`src/rtl/per_gpio_pkg.sv`:
```
// Shared definitions for the GPIO peripheral: register byte offsets and bus width.
package per_gpio_pkg;

  localparam int BUS_W = 32;

  localparam logic [15:0] REG_OUT     = 16'h0000;
  localparam logic [15:0] REG_OUT_SET = 16'h0004;
  localparam logic [15:0] REG_OUT_CLR = 16'h0008;
  localparam logic [15:0] REG_OUT_TGL = 16'h000C;
  localparam logic [15:0] REG_IN      = 16'h0010;
  localparam logic [15:0] REG_OE      = 16'h0014;
  localparam logic [15:0] REG_RISE_EN = 16'h0018;
  localparam logic [15:0] REG_FALL_EN = 16'h001C;
  localparam logic [15:0] REG_FLAGS   = 16'h0020;
  localparam logic [15:0] REG_PARAM   = 16'h0024;

endpackage

```
`src/rtl/per_gpio_sync.sv`:
```
// Multi-stage input synchroniser with a trailing previous-sample register,
// usable by any peripheral that needs edge detection on asynchronous inputs.
module per_gpio_sync #(
  parameter int WIDTH       = 32,
  parameter int SYNC_STAGES = 2
) (
  input  logic             clk_i,
  input  logic             reset_n_i,
  input  logic [WIDTH-1:0] d_i,
  output logic [WIDTH-1:0] sync_o,
  output logic [WIDTH-1:0] prev_o
);

  logic [WIDTH-1:0] stage_q [SYNC_STAGES];
  logic [WIDTH-1:0] prev_q;

  always_ff @(posedge clk_i or negedge reset_n_i) begin
    if (!reset_n_i) begin
      for (int i = 0; i < SYNC_STAGES; i++) stage_q[i] <= '0;
      prev_q <= '0;
    end else begin
      stage_q[0] <= d_i;
      for (int i = 1; i < SYNC_STAGES; i++) stage_q[i] <= stage_q[i-1];
      prev_q <= stage_q[SYNC_STAGES-1];
    end
  end

  assign sync_o = stage_q[SYNC_STAGES-1];
  assign prev_o = prev_q;

endmodule

```
`src/rtl/per_gpio_irq.sv`:
```
// GPIO peripheral: output/OE registers with set/clear/toggle aliases, synchronised
// inputs, per-pin rise/fall edge flags (write-1-to-clear) and a level interrupt.
module per_gpio_irq
  import per_gpio_pkg::*;
#(
  parameter int               WIDTH       = 32,
  parameter int               SYNC_STAGES = 2,
  parameter logic [WIDTH-1:0] OUT_RESET   = '0
) (
  input  logic             clk_i,
  input  logic             reset_n_i,
  input  logic [15:0]      addr_i,
  input  logic [31:0]      wdata_i,
  output logic [31:0]      rdata_o,
  input  logic [1:0]       size_i,
  input  logic             rd_i,
  input  logic             wr_i,
  input  logic [WIDTH-1:0] gpio_in_i,
  output logic [WIDTH-1:0] gpio_out_o,
  output logic [WIDTH-1:0] gpio_oe_o,
  output logic             irq_o
);

  // Bus protocol: rd_i/wr_i are single-cycle strobes sampled at the clk_i edge;
  // there is no backpressure, every strobe completes in that cycle.
  logic [WIDTH-1:0] out_q, oe_q, rise_en_q, fall_en_q, flags_q;
  logic [WIDTH-1:0] out_nxt, flags_nxt, w1c;
  logic [WIDTH-1:0] in_sync, in_prev, rise, fall;
  logic [WIDTH-1:0] wdata_w;
  logic [BUS_W-1:0] rd_mux;
  logic             unused;

  assign wdata_w = wdata_i[WIDTH-1:0];
  assign unused  = ^{size_i, wdata_i};

  per_gpio_sync #(
    .WIDTH      (WIDTH),
    .SYNC_STAGES(SYNC_STAGES)
  ) u_sync (
    .clk_i    (clk_i),
    .reset_n_i(reset_n_i),
    .d_i      (gpio_in_i),
    .sync_o   (in_sync),
    .prev_o   (in_prev)
  );

  assign rise = in_sync & ~in_prev & rise_en_q;
  assign fall = ~in_sync & in_prev & fall_en_q;

  always_comb begin
    out_nxt = out_q;
    if (wr_i) begin
      case (addr_i)
        REG_OUT:     out_nxt = wdata_w;
        REG_OUT_SET: out_nxt = out_q | wdata_w;
        REG_OUT_CLR: out_nxt = out_q & ~wdata_w;
        REG_OUT_TGL: out_nxt = out_q ^ wdata_w;
        default:     out_nxt = out_q;
      endcase
    end
  end

  // A newly detected edge overrides a simultaneous clear of the same bit.
  assign w1c       = (wr_i && addr_i == REG_FLAGS) ? wdata_w : '0;
  assign flags_nxt = (flags_q & ~w1c) | rise | fall;

  always_ff @(posedge clk_i or negedge reset_n_i) begin
    if (!reset_n_i) begin
      out_q     <= OUT_RESET;
      oe_q      <= '0;
      rise_en_q <= '0;
      fall_en_q <= '0;
      flags_q   <= '0;
    end else begin
      out_q   <= out_nxt;
      flags_q <= flags_nxt;
      if (wr_i && addr_i == REG_OE)      oe_q      <= wdata_w;
      if (wr_i && addr_i == REG_RISE_EN) rise_en_q <= wdata_w;
      if (wr_i && addr_i == REG_FALL_EN) fall_en_q <= wdata_w;
    end
  end

  always_comb begin
    rd_mux = '0;
    case (addr_i)
      REG_OUT:     rd_mux[WIDTH-1:0] = out_q;
      REG_IN:      rd_mux[WIDTH-1:0] = in_sync;
      REG_OE:      rd_mux[WIDTH-1:0] = oe_q;
      REG_RISE_EN: rd_mux[WIDTH-1:0] = rise_en_q;
      REG_FALL_EN: rd_mux[WIDTH-1:0] = fall_en_q;
      REG_FLAGS:   rd_mux[WIDTH-1:0] = flags_q;
      REG_PARAM:   rd_mux = {16'h0, 8'(SYNC_STAGES), 8'(WIDTH)};
      default:     rd_mux = '0;
    endcase
  end

  // Registered read sees pre-write register state when rd_i and wr_i coincide.
  always_ff @(posedge clk_i or negedge reset_n_i) begin
    if (!reset_n_i)  rdata_o <= '0;
    else if (rd_i)   rdata_o <= rd_mux;
  end

  assign gpio_out_o = out_q;
  assign gpio_oe_o  = oe_q;
  assign irq_o      = |flags_q;

endmodule

```
`config.mk`:
```
export PLATFORM = sky130hd
export DESIGN_NAME = per_gpio_irq
export DESIGN_NICKNAME = d
export VERILOG_FILES = /design/src/rtl/per_gpio_pkg.sv /design/src/rtl/per_gpio_sync.sv /design/src/rtl/per_gpio_irq.sv
export SDC_FILE = /design/constraint.sdc
export NUM_CORES = 1
export LEC_CHECK = 0
export ABC_AREA = 1
export BUFFER_PORTS_ARGS = -buffer_cell sky130_fd_sc_hd__buf_2
export CORE_MARGIN = 2
export CORE_UTILIZATION = 34
export DETAILED_ROUTE_END_ITERATION = 8
export PLACE_DENSITY = 0.53
export SLEW_MARGIN = 10
export SYNTH_ARGS = -nofsm -noshare
export SYNTH_HDL_FRONTEND = slang
export SYNTH_SLANG_ARGS = --single-unit
export TNS_END_PERCENT = 5
```
`constraint.sdc`:
```
create_clock -name clk_i -period 2.8 [get_ports clk_i]
set_input_delay 0.14 -clock clk_i [delete_from_list [all_inputs] [get_ports clk_i]]
set_output_delay 0.14 -clock clk_i [all_outputs]
set_load 0.05 [all_outputs]
```
==> flow_results.org <==
** Worst setup path
- Critical Path Slowest Stage Cell :: sky130_fd_sc_hd__dfrtp_1
- For flop-to-flop paths, the worst setup slack is 1480 ps.
- Broken down by cell family, the worst path's largest delay share belongs to simple AND/OR/NAND/NOR gates.
- Startpoint of the lowest-slack register-to-register path :: gpio_out_o[31]
- Largest driver fanout on the critical path :: 2
- Cells along the critical path :: inv_1 > nand4_1 > nor4_1 > nand3_1 > buf_2
- The critical path contains buffers and inverters numbering 2 combined.
- Max stage delay on crit path :: 370 ps
- STA puts the critical path data arrival time at 2000 ps.
- The worst setup path is launched from a register.
- Data on the critical path is required at its endpoint by 2660 ps.
- Measured in cells, the most critical reg-to-reg path has a length of 8.
- Critical path endpoint category :: primary output
- In this run the critical register-to-register path is captured at gpio_out_o[31].
- The critical path is of the reg -> out type.

** Logic synthesis
- The synthesized netlist devotes 30.5% of its cell area to simple gates.
- Share of the synthesized area in compound gates (AO/OA/AOI/OAI) :: 6.33%
- Post-synthesis net count :: 1856
- After Yosys synthesis, XOR and XNOR cells account for 0% of the synthesized area.
- After synthesis the netlist holds a flip-flop and latch count of 288.
- Syn Std Cell Area :: 14100 um2
- By area, the combinational part of the netlist is dominated by simple AND/OR/NAND/NOR gates.
- Mean Syn Cell Area :: 8.24 um2
- Summing the areas of all fa, ha and maj instances in the mapped netlist gives 5.70% of the synthesized area.
- Of the synthesized area, sequential elements account for 51.3%.
- The cell count after synthesis came out at 1706.
- Synthesis instantiated 25 different standard cells from the library.
- Total number of yosys warnings :: 0
- In the synthesized netlist, mux cells make up 0% of the area.

** Die
- In this run the vertical extent of the chip is 207 um.
- Die outline area :: 43000 um2
- After floorplanning, the core was divided into 74 placement rows.
- Effective utilization at floorplan :: 34.4%
- Number of I/O pins :: 183
- Core Region :: 40800 um2
- The floorplan step set the die width to 207 um.

** Finish
- Post-layout util :: 42.5%
- In the final layout, the share of cells above drive strength 1 is 14.7%.
- Area Growth Syn to Fin :: 23.6%
- NumNets Final :: 2081
- Number of antenna cells inserted :: 0
- Filler instances :: 4062

** Power
- Leakage :: 9.10 nW
- Dividing total power by cell area gives a power density of 532 nW/um2.
- Maximum vdd ir drop :: 0.000444 V

** Global routing
- Remaining global-route overflow :: 0
- For this run, the total global-route usage over all layers was measured as 20.9%.
- Number of global-route vias before repair :: 12200
- Number of antenna violations at the first check in global routing :: 0
- Global-route wire length before repair :: 70600 um
- Largest net degree at the start of global routing :: 91

** Place
- Detailed placement finished with a half-perimeter wire length of 28300 um.
- Input and output buffers added on the ports amount to 180.
- Last weighted congestion value of the routability-driven placer :: 0.756
- Worst-case setup slack after placement :: 642 ps

** Min path
- Worst-case hold path end point :: rdata_o[2]
- The worst hold path belongs to the class in -> reg.
- The worst hold path was traced through 4 stages.
- Critical hold path startpoint :: rd_i

** Timing
- Final Slew Violations :: 0
- Post-route clock period utilization :: 76.3%
- Final-report setup violation count :: 0
- Tightest slew margin relative to the limit :: 45.6%
- Setup repair after global routing missed its margin :: no
- Post-route clock skew :: 13.6 ps
- Achievable clock frequency :: 468 MHz
- After layout, the worst setup slack is 663 ps.
- Final hold vios :: 0
- The worst path in the final design needs a cycle of 2140 ps, including I/O delays and setup.
- For the pin with the worst max-slew slack, the measured transition is 817 ps.
- In the final timing run, aggregate negative setup slack is 0 ps.

** Run status
- Run status :: complete, no violations

** Detailed routing
- First DRT Iteration DRCs :: 763
- The count of nets left with antenna violations once routing finished came out at 0.
- The detailed router placed 12300 vias in this run.
- After detailed routing, the total wire length is 44600 um.
- Vias per cell :: 4.94
- Total DRC errors in the routed layout :: 0
- DR pass1 iterations :: 5
- In the final routed layout, each cell accounts on average for 17.9 um.

** Clock network
- Clock-pin slew was measured on the worst setup and hold paths at 60 ps.
- Number of buffers inserted during clock tree synthesis :: 35
- Count of clock tree sinks :: 288
- CTS root buffer :: sky130_fd_sc_hd__clkbuf_16
- Source-to-sink clock delay at the later pin of the worst-skew pair :: 540 ps
- No sink is reached through more buffers than the 3 on the longest clock path.
- TritonCTS built the clock tree.
- H-tree levels :: 2

** Job
- Max Cap Violations :: 0
## cell families (layout without fill, tap and decap cells)
logic type / Yosys count / count (layout)
AOI/OAI and AO/OA: 161 / 161
adders and majority gates: 64 / 64
buffers and inverters: 200 / 450
and+or+nand+nor: 993 / 993
DFF: 288 / 288
## synth_stat cells, drive strengths merged
cell type	count	share of area, %
nand4	37	1.6
nor2	219	6.2
nand3b	38	2.0
nor4	3	0.13
buf	72	2.8
o211ai	32	1.7
ha	64	5.7
inv	107	2.9
dfrtp	288	51
o21ai	129	4.6
nand2	503	14
clkbuf	21	0.56
nand3	193	6.9
## sequential cells by signal, summed over array words and instances, names as in the netlist
signal,count
gpio_oe_o,32
fall_en_q,32
flags_q,32
u_sync.sync_o,32
u_sync.prev_o,32
rdata_o,32
u_sync.stage_q,32
rise_en_q,32
gpio_out_o,32
## cell usage in the layout (no fill, tap or decap), types with 2 or more instances in the layout
| master | synthesis | layout |
|---|---|---|
| sky130_fd_sc_hd__nand2_1 | 500 | 497 |
| sky130_fd_sc_hd__dfrtp_1 | 288 | 288 |
| sky130_fd_sc_hd__nor2_1 | 212 | 208 |
| sky130_fd_sc_hd__nand3_1 | 192 | 192 |
| sky130_fd_sc_hd__buf_2 | 56 | 179 |
| sky130_fd_sc_hd__inv_1 | 106 | 106 |
| sky130_fd_sc_hd__o21ai_1 | 96 | 96 |
| sky130_fd_sc_hd__dlygate4sd3_1 | 0 | 65 |
| sky130_fd_sc_hd__ha_1 | 64 | 64 |
| sky130_fd_sc_hd__nand3b_1 | 38 | 38 |
| sky130_fd_sc_hd__nand4_1 | 37 | 37 |
| sky130_fd_sc_hd__clkbuf_16 | 0 | 37 |
| sky130_fd_sc_hd__o21ai_0 | 32 | 32 |
| sky130_fd_sc_hd__o211ai_1 | 32 | 32 |
| sky130_fd_sc_hd__buf_4 | 3 | 28 |
| sky130_fd_sc_hd__clkbuf_1 | 21 | 10 |
| sky130_fd_sc_hd__nor2_4 | 4 | 8 |
| sky130_fd_sc_hd__buf_12 | 0 | 8 |
| sky130_fd_sc_hd__clkbuf_8 | 0 | 7 |
| sky130_fd_sc_hd__clkinv_2 | 0 | 6 |
| sky130_fd_sc_hd__nand2_2 | 2 | 5 |
| sky130_fd_sc_hd__nor4_1 | 3 | 3 |
| sky130_fd_sc_hd__nor2_2 | 2 | 2 |
| sky130_fd_sc_hd__bufinv_16 | 0 | 2 |
## layout make-up
| type | instances | area (um2) | area share, % |
|---|---|---|---|
| clock buffers | 54 | 1060 | 6.10 |
| well taps | 532 | 666 | 3.83 |
| multi-input cells | 1218 | 6020 | 34.6 |
| flip-flops and latches | 288 | 7210 | 41.5 |
| inverters | 107 | 402 | 2.31 |
| clock inverters | 8 | 90.1 | 0.519 |
| repair buffers | 281 | 1930 | 11.1 |
## routing by layer
metal | routed length [um] | share of wire (%) | vias up | global-route usage [%]
met4 | 876 | 2.0 | 0 | 5.94
met2 | 20700 | 46 | 306 | 33.8
met1 | 20900 | 47 | 5941 | 29.1
met3 | 2140 | 4.8 | 63 | 3.18
li1 | - | - | 5991 | -
met5 | 0 | 0 | - | 0
## worst reg2reg max path: stages, from the launching register on
cell and delay (ps):
sky130_fd_sc_hd__dfrtp_1 480, sky130_fd_sc_hd__inv_1 100, sky130_fd_sc_hd__ha_1 280, sky130_fd_sc_hd__inv_1 60
sky130_fd_sc_hd__nor2_1 40, sky130_fd_sc_hd__nor2_1 110, sky130_fd_sc_hd__nand2_1 50, sky130_fd_sc_hd__nand2_1 50
sky130_fd_sc_hd__nand2_1 50
## how the worst max path moves through the flow
stage / startpoint / endpoint / depth (start not counted)
after floorplan: gpio_out_o[10] / gpio_out_o[10] / 8
after global placement: addr_i[13] / rdata_o[21] / 12
after detailed placement: addr_i[1] / gpio_out_o[5] / 10
after CTS: flags_q[10] / irq_o / 5
after global routing: flags_q[1] / irq_o / 5
final: flags_q[10] / irq_o / 5
## power by group
group	internal (mW)	switching, mW
Sequential	4.24	0.0510
Clock	2.78	1.78
Combinational	0.158	0.244
## through the flow
step	hold slack [ps]	instance area (um2)	total power, mW	instances
after floorplan	-156	14100	4.46	1706
after global placement	138	15600	4.69	2361
after detailed placement	134	15600	4.70	2361
after CTS	85.3	17400	9.40	2488
after global routing	152	17400	9.60	2488
final	74.5	17400	9.25	2488
## timing repair
action,in CTS,in global routing
hold endpoints to repair,211,0
setup endpoints to repair,0,0
resized for setup,0,0
setup buffers,0,0
hold buffers,65,0
Note: power is estimated with default switching activity, not from simulation.
